===== config.mk =====
export PLATFORM = sky130hd
export DESIGN_NAME = arq_tx_ctrl
export DESIGN_NICKNAME = d
export VERILOG_FILES = /design/src/rtl/arq_tx_ctrl_pkg.sv /design/src/rtl/arq_ack_timer.sv /design/src/rtl/arq_tx_ctrl.sv
export SDC_FILE = /design/constraint.sdc
export NUM_CORES = 1
export LEC_CHECK = 0
export ABC_AREA = 1
export ABC_CLOCK_PERIOD_IN_PS = 2750
export BUFFER_PORTS_ARGS = -buffer_cell sky130_fd_sc_hd__clkbuf_2
export CORE_UTILIZATION = 55
export CTS_CLUSTER_SIZE = 28
export DETAILED_ROUTE_END_ITERATION = 8
export GPL_TIMING_DRIVEN = 0
export HOLD_SLACK_MARGIN = 0.15
export PLACE_DENSITY = 0.73
export SLEW_MARGIN = 10
export SYNTH_ARGS = -nofsm -noshare
export SYNTH_HDL_FRONTEND = slang
export SYNTH_HIERARCHICAL = 1
export SYNTH_SLANG_ARGS = --single-unit

===== constraint.sdc =====
create_clock -name i_clk -period 2.75 [get_ports i_clk]
set_clock_uncertainty 0.1 [all_clocks]
set_input_delay 0.275 -clock i_clk [delete_from_list [all_inputs] [get_ports i_clk]]
set_output_delay 0.275 -clock i_clk [all_outputs]
set_load 0.02 [all_outputs]

===== src/rtl/arq_tx_ctrl_pkg.sv =====
// +----------------------------------------------------------------------------+
// | arq_tx_ctrl_pkg: state encoding, parameter defaults and counter sizing.    |
// | Rev 1.0                                                                    |
// +----------------------------------------------------------------------------+
`default_nettype none

package arq_tx_ctrl_pkg;

  localparam logic [2:0] C_ST_IDLE       = 3'd0;
  localparam logic [2:0] C_ST_SEND       = 3'd1;
  localparam logic [2:0] C_ST_WAIT_ACK   = 3'd2;
  localparam logic [2:0] C_ST_REPLAY_REQ = 3'd3;
  localparam logic [2:0] C_ST_REPLAY     = 3'd4;
  localparam logic [2:0] C_ST_DONE       = 3'd5;

  typedef enum logic [2:0] {
    ST_IDLE       = C_ST_IDLE,
    ST_SEND       = C_ST_SEND,
    ST_WAIT_ACK   = C_ST_WAIT_ACK,
    ST_REPLAY_REQ = C_ST_REPLAY_REQ,
    ST_REPLAY     = C_ST_REPLAY,
    ST_DONE       = C_ST_DONE
  } state_t;

  localparam int C_FRAME_BYTES_DEF = 64;
  localparam int C_ACK_TIMEOUT_DEF = 100000;
  localparam int C_MAX_RETRIES_DEF = 3;

  // Bits needed for n distinct values, never less than one.
  function automatic int cnt_width(input int n);
    return (n > 1) ? $clog2(n) : 1;
  endfunction

endpackage

`default_nettype wire


===== src/rtl/arq_ack_timer.sv =====
// +----------------------------------------------------------------------------+
// | arq_ack_timer: counts cycles while run is high, pulses expired on the      |
// | ACK_TIMEOUT-th counted cycle.                                  Rev 1.0     |
// +----------------------------------------------------------------------------+
`default_nettype none

module arq_ack_timer
  import arq_tx_ctrl_pkg::*;
#(
  parameter int ACK_TIMEOUT = C_ACK_TIMEOUT_DEF
) (
  input  logic i_clk,
  input  logic i_rst,
  input  logic i_clear,
  input  logic i_run,
  output logic o_expired
);

  localparam int TW = cnt_width(ACK_TIMEOUT);

  logic [TW-1:0] r_count;

  assign o_expired = i_run && (r_count == TW'(ACK_TIMEOUT - 1));

  always_ff @(posedge i_clk or posedge i_rst) begin
    if (i_rst) begin
      r_count <= '0;
    end else if (i_clear) begin
      r_count <= '0;
    end else if (i_run) begin
      r_count <= o_expired ? '0 : r_count + TW'(1);
    end
  end

endmodule

`default_nettype wire


===== src/rtl/arq_tx_ctrl.sv =====
// +----------------------------------------------------------------------------+
// | arq_tx_ctrl: ARQ transmit sequencer (send, await ACK, replay, retire).     |
// | Optional ARQ_TX_CTRL_STATS_EN adds replay/drop counters.       Rev 1.0     |
// +----------------------------------------------------------------------------+
`default_nettype none

module arq_tx_ctrl
  import arq_tx_ctrl_pkg::*;
#(
  parameter int FRAME_BYTES = C_FRAME_BYTES_DEF,
  parameter int ACK_TIMEOUT = C_ACK_TIMEOUT_DEF,
  parameter int MAX_RETRIES = C_MAX_RETRIES_DEF
) (
  input  logic i_clk,
  input  logic i_rst,
  input  logic i_arq_en,
  input  logic i_byte_xfer,
  input  logic i_frame_fas,
  input  logic i_ack_valid,
  input  logic i_ack_ok,
  output logic o_read_line_fifo,
  output logic o_retrans_req,
  output logic o_send_complete,
  output logic o_frame_drop,
  output logic o_busy
`ifdef ARQ_TX_CTRL_STATS_EN
  ,
  output logic [15:0] o_retrans_cnt,
  output logic [15:0] o_drop_cnt
`endif
);

  localparam int BW = cnt_width(FRAME_BYTES + 1);
  localparam int RW = cnt_width(MAX_RETRIES + 1);

  state_t        r_state;
  logic [BW-1:0] r_byte_cnt;
  logic [RW-1:0] r_retry_cnt;
  logic          r_arq_en_q;
  logic          w_in_wait;
  logic          w_expired;
  logic          w_last_byte;

  assign w_in_wait   = (r_state == ST_WAIT_ACK);
  assign w_last_byte = i_byte_xfer && (r_byte_cnt == BW'(FRAME_BYTES - 1));

  arq_ack_timer #(
    .ACK_TIMEOUT (ACK_TIMEOUT)
  ) u_ack_timer (
    .i_clk     (i_clk),
    .i_rst     (i_rst),
    .i_clear   (!w_in_wait),
    .i_run     (w_in_wait),
    .o_expired (w_expired)
  );

  // Outputs are assigned alongside the transition into the state they belong to.
  always_ff @(posedge i_clk or posedge i_rst) begin
    if (i_rst) begin
      r_state          <= ST_IDLE;
      r_byte_cnt       <= '0;
      r_retry_cnt      <= '0;
      r_arq_en_q       <= 1'b0;
      o_read_line_fifo <= 1'b0;
      o_retrans_req    <= 1'b0;
      o_send_complete  <= 1'b0;
      o_frame_drop     <= 1'b0;
      o_busy           <= 1'b0;
    end else begin
      o_retrans_req   <= 1'b0;
      o_send_complete <= 1'b0;
      o_frame_drop    <= 1'b0;
      case (r_state)
        ST_IDLE: begin
          if (i_byte_xfer && i_frame_fas) begin
            r_state    <= ST_SEND;
            r_byte_cnt <= BW'(1);
            r_arq_en_q <= i_arq_en;
            o_busy     <= 1'b1;
          end
        end
        ST_SEND: begin
          if (i_byte_xfer) begin
            r_byte_cnt <= r_byte_cnt + BW'(1);
          end
          if (w_last_byte) begin
            if (r_arq_en_q) begin
              r_state <= ST_WAIT_ACK;
            end else begin
              r_state         <= ST_DONE;
              o_send_complete <= 1'b1;
            end
          end
        end
        ST_WAIT_ACK: begin
          // A good ACK takes priority over a coincident timeout.
          if (i_ack_valid && i_ack_ok) begin
            r_state         <= ST_DONE;
            o_send_complete <= 1'b1;
          end else if (i_ack_valid || w_expired) begin
            if (r_retry_cnt == RW'(MAX_RETRIES)) begin
              r_state         <= ST_DONE;
              o_send_complete <= 1'b1;
              o_frame_drop    <= 1'b1;
            end else begin
              r_state          <= ST_REPLAY_REQ;
              o_retrans_req    <= 1'b1;
              o_read_line_fifo <= 1'b1;
            end
          end
        end
        ST_REPLAY_REQ: begin
          r_state     <= ST_REPLAY;
          r_retry_cnt <= r_retry_cnt + RW'(1);
          r_byte_cnt  <= '0;
        end
        ST_REPLAY: begin
          if (i_byte_xfer) begin
            r_byte_cnt <= r_byte_cnt + BW'(1);
          end
          if (w_last_byte) begin
            r_state          <= ST_WAIT_ACK;
            o_read_line_fifo <= 1'b0;
          end
        end
        ST_DONE: begin
          r_state     <= ST_IDLE;
          r_retry_cnt <= '0;
          o_busy      <= 1'b0;
        end
        default: begin
          r_state          <= ST_IDLE;
          r_retry_cnt      <= '0;
          o_read_line_fifo <= 1'b0;
          o_busy           <= 1'b0;
        end
      endcase
    end
  end

`ifdef ARQ_TX_CTRL_STATS_EN
  // Counts follow the registered pulses, so they lag the event by one cycle.
  always_ff @(posedge i_clk or posedge i_rst) begin
    if (i_rst) begin
      o_retrans_cnt <= '0;
      o_drop_cnt    <= '0;
    end else begin
      if (o_retrans_req && (o_retrans_cnt != 16'hFFFF)) begin
        o_retrans_cnt <= o_retrans_cnt + 16'd1;
      end
      if (o_frame_drop && (o_drop_cnt != 16'hFFFF)) begin
        o_drop_cnt <= o_drop_cnt + 16'd1;
      end
    end
  end
`endif

endmodule

`default_nettype wire


---- After elaboration in Yosys (flattened, before gate mapping) ----
Cells that the tools add are included.
storage, ports and cells
  register bits after elaboration ......... 35
  input port bits ......................... 7
operators by class
  bitwise operators ....................... 2
  multiplexer cells ....................... 33
  reductions and logical operators ........ 16
  $add $sub $neg .......................... 3
  equal/unequal tests ..................... 16
operators by type and width
  kind                                                              number
  17-bit 2-to-1 mux                                                 2
  3-bit 2-to-1 mux                                                  7
  7-bit case mux with 3 select lines                                1
  17-bit by 1-bit adder with 17-bit output (second input constant)  1
  17-bit == test (second input constant)                            1
  1-bit 2-to-1 mux                                                  16
  3-bit case mux with 5 select lines                                1
  7-bit 2-to-1 mux                                                  2
  2-bit != test (second input constant)                             6
  4-bit OR reduction                                                3
  7-bit by 1-bit adder with 7-bit output (second input constant)    1
  7-bit by 6-bit == test with 1-bit output (second input constant)  1
  3-bit by 2-bit == test with 1-bit output (second input constant)  2
  3-bit == test (second input constant)                             2
  5-bit AND reduction                                               1
  1-bit logical AND                                                 4
  1-bit case mux with 2 select lines                                2
  2-bit case mux with 2 select lines                                1
  2-bit AND reduction                                               2
  4-bit AND reduction                                               1
  3-bit by 1-bit == test with 1-bit output (second input constant)  1
  3-bit zero test                                                   1
  3-bit != test (second input constant)                             1
  1-bit case mux with 3 select lines                                1
  other kinds (8)                                                   9

---- Longest topological paths before layout ----
  word-level depth ........................ 6
  gate-level depth with buffers ........... 14
  depth with buffers taken out ............ 13

---- Hierarchy ----
The synthesis kept the hierarchy.
by module, submodules not included
  module         times used  seq. area each (µm²)  cells each  area each (µm²)
  arq_ack_timer  1           425.4                 173         1,164.9
  arq_tx_ctrl    1           450.4                 138         1,018.5

---- Least setup slack after synthesis ----
No wires, ideal clock.
  path kind ............................... register to register
  from .................................... register r_state[2]
  to ...................................... register o_read_line_fifo
  arrival ................................. 1,818 ps
  setup slack ............................. 715 ps
  cell stages (with the launch flop) ...... 14
  clock period less this slack ............ 2,035 ps
  cells stage by stage .................... dfrtp_1 -> nor2_2 -> nand2_2 -> inv_1 -> buf_6 -> nand3_1 -> nor4_1 -> nor2_1 -> inv_1 -> nor2_2 -> nor2_1 -> nand3_1 -> nand2_1 -> nand2_1
on the way
  longest elaborated chain between the ends .. 5
  elaborated cells on any way between the ends .. 16
  those cells by class .................... eq/ne: 9; mux: 1; bitwise: 1; reduce/logical: 5
ends and longest elaborated chain
  element                                   line                 source
  start, declared                           arq_tx_ctrl.sv:36    state_t r_state;
  start signal, assigned                    arq_tx_ctrl.sv:60    r_state <= ST_IDLE;
  start signal, assigned                    arq_tx_ctrl.sv:76    r_state <= ST_SEND;
  start signal, assigned                    arq_tx_ctrl.sv:88    r_state <= ST_WAIT_ACK;
  3-bit by 2-bit == test with 1-bit output  arq_tx_ctrl.sv:44    assign w_in_wait = (r_state == ST_WAIT_ACK);
  named net w_in_wait                       arq_tx_ctrl.sv:40    logic w_in_wait;
  1-bit logical AND                         arq_ack_timer.sv:23  assign o_expired = i_run && (r_count == TW'(ACK_TIMEOUT - 1));
  named net w_expired                       arq_tx_ctrl.sv:41    logic w_expired;
  1-bit logical OR                          arq_tx_ctrl.sv:100   end else if (i_ack_valid || w_expired) begin
  2-bit != test (no source line)            -
  5-bit AND reduction (no source line)      -
  end signal, assigned                      arq_tx_ctrl.sv:108   o_read_line_fifo <= 1'b1;
  end signal, assigned                      arq_tx_ctrl.sv:123   o_read_line_fifo <= 1'b0;
  end signal, assigned                      arq_tx_ctrl.sv:134   o_read_line_fifo <= 1'b0;
  end, declared                             arq_tx_ctrl.sv:21    output logic o_read_line_fifo,
The timed path passes the listed nets, and every way through them passes these cells.
A chain may end at the register's enable or synchronous reset.

---- Final worst setup path ----
Ends and elaborated chain as after synthesis.

==> results by group <==
Power
  – PwrDens: 667.0 nW/um2
  – Design Power: 1.601 mW
  – Pleak: 1.187 nW
  – Peak VDD IR: 0.5299 mV

Final layout
  – Fraction of final layout cells sized beyond drive strength 1: 13.25%
  – Reg area: 875.8 um2
  – Nets: 341
  – Synth-to-Final Area Change: 9.914%
  – Fin util: 64.10%
  – Antenna cells: 0
  – # fillers: 333
  – Multi-input logic area: 1109 um2

CTS
  – Root buffer selected by CTS: clkbuf_8
  – Max Root-Sink Buffers: 2
  – CTS Sinks: 35
  – CTS clk-pin slew, worst paths: 0.07 ns
  – Clock Latency Late Sink: 0.29 ns
  – TritonCTS buffer count: 5
  – CTS HTree Levels: 2
  – Resize count post-CTS: 0
  – CTS tree: yes

Timing
  – Crit share post-route: 86.93%
  – Final Setup Violations: 0
  – Setup WS post-layout: 0.3595 ns
  – RSZ-0062 raised after global routing: false
  – Setup TNS: 0 ns
  – Slew margin rel.: 54.34%
  – Worst slew pin tran: 0.6841 ns
  – Slew Viols, Final: 0
  – Hold Fails Final Rpt: 0
  – Period minus WS final: 2.390 ns
  – Max Fclk: 418.3 MHz

Floorplan
  – Vert. Die Dim: 65.01 um
  – Top Ports: 12
  – Std cell rows: 22
  – Die ar.: 4226 um2
  – CORE AREA: 3744 um2
  – Chip Width: 65.01 um
  – Initial core utilization: 58.32%

Route
  – # DRC: 0
  – Vias per inst: 5.139
  – Total Wirelength: 4473 um
  – DR iter-0 viols: 118
  – Vias: 1953
  – Drt wl/cell: 11.77 um
  – DRT Pass-1 Iters: 4
  – DRT antenna net count: 0

GRT
  – Met3 usage: 5.458%
  – Total global routing overflow: 0
  – Global-route usage over all layers: 24.76%
  – Vias in the first global route: 1851
  – Busiest grt layer: met2
  – Largest net degree at the start of global routing: 19
  – First-pass GRT wire length: 7907 um
  – GR met2 Demand/Resource: 42.71%
  – Routing usage on met1: 28.51%
  – Initial antenna violation count: 0

Yosys
  – Number of synthesized flops with an enable pin: 0
  – Most frequent cells after synthesis: 97 x nand2_1, 38 x nor2_1, 37 x inv_1, 35 x dfrtp_1, 30 x nand3_1
  – Post-Synthesis Cell Area: 2183 um2
  – Yosys cell types: 29
  – Synth top area share: 40.11%
  – Ys async rst share: 100.0%
  – Sequential fraction of the synthesis area: 40.11%
  – Yosys warnings: 6
  – Main area contributors after synthesis: dfrtp_1 40%, nand2_1 17%, nand3_1 6.9%
  – Largest area contributor in the netlist: dfrtp_1
  – Dominant synthesized flop cell: dfrtp_1
  – Post-synthesis net count: 321
  – Mapped Avg Cell Area: 7.020 um2
  – Number of synthesized register bits: 35
  – Synth Instances: 311
  – Top-count cell post-synth: nand2_1

Critical path
  – CP Launch Point: r_state[2]
  – Register-to-register setup slack: 0.36 ns
  – Worst Path Max Fanout: 8
  – Critical path class: flip-flop to flip-flop
  – Critical-path top delay cell: dfrtp_1
  – FF-to-FF Start: r_state[2]
  – WP data required: 2.83 ns
  – CP Capture Type: flip-flop
  – Worst-path cell chain: nor2_2 > nand2_2 > inv_1 > buf_6 > nand3_1 > nor4_1 > nor2_1 > inv_1 > nor2_2 > nor2_1 > nand3_1 > nand2_1 > nand2_1
  – Startpoint Class: flip-flop
  – Critical path endpoint: o_read_line_fifo
  – FF-to-FF End: o_read_line_fifo
  – Worst EP arrival: 2.47 ns
  – Worst stage delay on the critical path: 0.45 ns
  – Reg2Reg Depth: 13

Place
  – IO Port Bufs: 11
  – DP Wirelength: 3302 um
  – Final Wtd Congestion: 0.9124
  – Placement Setup Slack: 0.3831 ns

Flow run
  – Max-cap viol count: 0

Hold path
  – HP Class: input port to flip-flop

Outcome
  – Status: finished, final reports clean
-- logic make-up after synthesis --
group	after synthesis	share of synthesized area [%]
and+or+nand+nor	204	42.12
buffers and inverters	46	9.111
DFF	35	40.11
AOI/OAI and AO/OA	18	4.928
xor gates and xnor gates	5	2.006
adders and majority gates	3	1.719
-- layer usage --
layer,routed length [um],part of all wire [%],up-vias
met5,0,0,-
met4,115,2.6,0
met3,157,3.5,10
met2,2178,49,36
met1,2022,45,880
li1,-,-,1027
-- worst min-delay path by stage --
stage | start | endpoint | cells after the start
global placement | i_rst | u_ack_timer/r_count[15] | 2
CTS | i_byte_xfer | r_byte_cnt[6] | 3
floorplan | i_rst | u_ack_timer/r_count[0] | 1
detailed placement | i_rst | r_byte_cnt[1] | 2
global route | i_frame_fas | o_busy | 3
finish | i_byte_xfer | r_byte_cnt[6] | 3
-- worst max-delay path, delay by kind of cell, from the launching register on --
family	cells	cell delay, ns
and+or+nand+nor	10	1.36
DFF	1	0.45
buffers and inverters	3	0.37
-- power by group --
| part | internal (mW) | switching [mW] |
|---|---|---|
| clock network | 0.178 | 0.179 |
| registers | 0.584 | 0.0562 |
| logic | 0.201 | 0.403 |
| total | 0.963 | 0.638 |
-- cells in the final DEF, fill, tap and decap left out, types with 2 or more instances in the layout --
master / synthesis / routed
nand4_1: 13 / 13
inv_1: 37 / 37
dfrtp_1: 35 / 35
dlygate4sd3_1: 0 / 2
clkbuf_8: 0 / 5
clkbuf_1: 0 / 2
buf_6: 3 / 3
nor2_2: 9 / 9
o21ai_0: 4 / 4
clkbuf_2: 0 / 11
inv_2: 4 / 4
nand3_1: 30 / 30
o21ai_1: 6 / 6
nand2_2: 6 / 6
nor2_1: 38 / 38
nor3_1: 5 / 5
o31ai_1: 2 / 2
nand2_1: 97 / 97
ha_1: 3 / 3
xor2_1: 5 / 5
o21bai_1: 2 / 2
-- what timing repair did --
item	4_1_cts	5_1_grt
hold buffers	2	0
endpoints found under the hold margin	36	0
setup buffers	0	0
-- final cells by class --
class,instances,share of cell area (%)
buffer,4,1.721
sequential,35,36.50
tap,48,2.503
multi-input combinational,230,46.19
clock buffer,7,3.180
clock inverter,1,0.2086
timing repair buffer,13,3.128
inverter,42,6.569
-- stage by stage --
stage | cell area (um2) | std cells | hold WS (ns)
final | 2400 | 380 | 0.1876
after global routing | 2400 | 380 | 0.2089
after CTS | 2400 | 380 | 0.1838
after detailed placement | 2298 | 370 | 0.3022
after global placement | 2298 | 370 | 0.2954
after floorplan | 2183 | 311 | 0.1011
-- flip-flops by register name, indices dropped and copies added (netlist names) --
register,count
o_busy,1
o_frame_drop,1
o_read_line_fifo,1
o_retrans_req,1
o_send_complete,1
r_arq_en_q,1
r_byte_cnt,7
r_retry_cnt,2
r_state,3
u_ack_timer/r_count,17
Note: power is estimated with default switching activity, not from simulation.
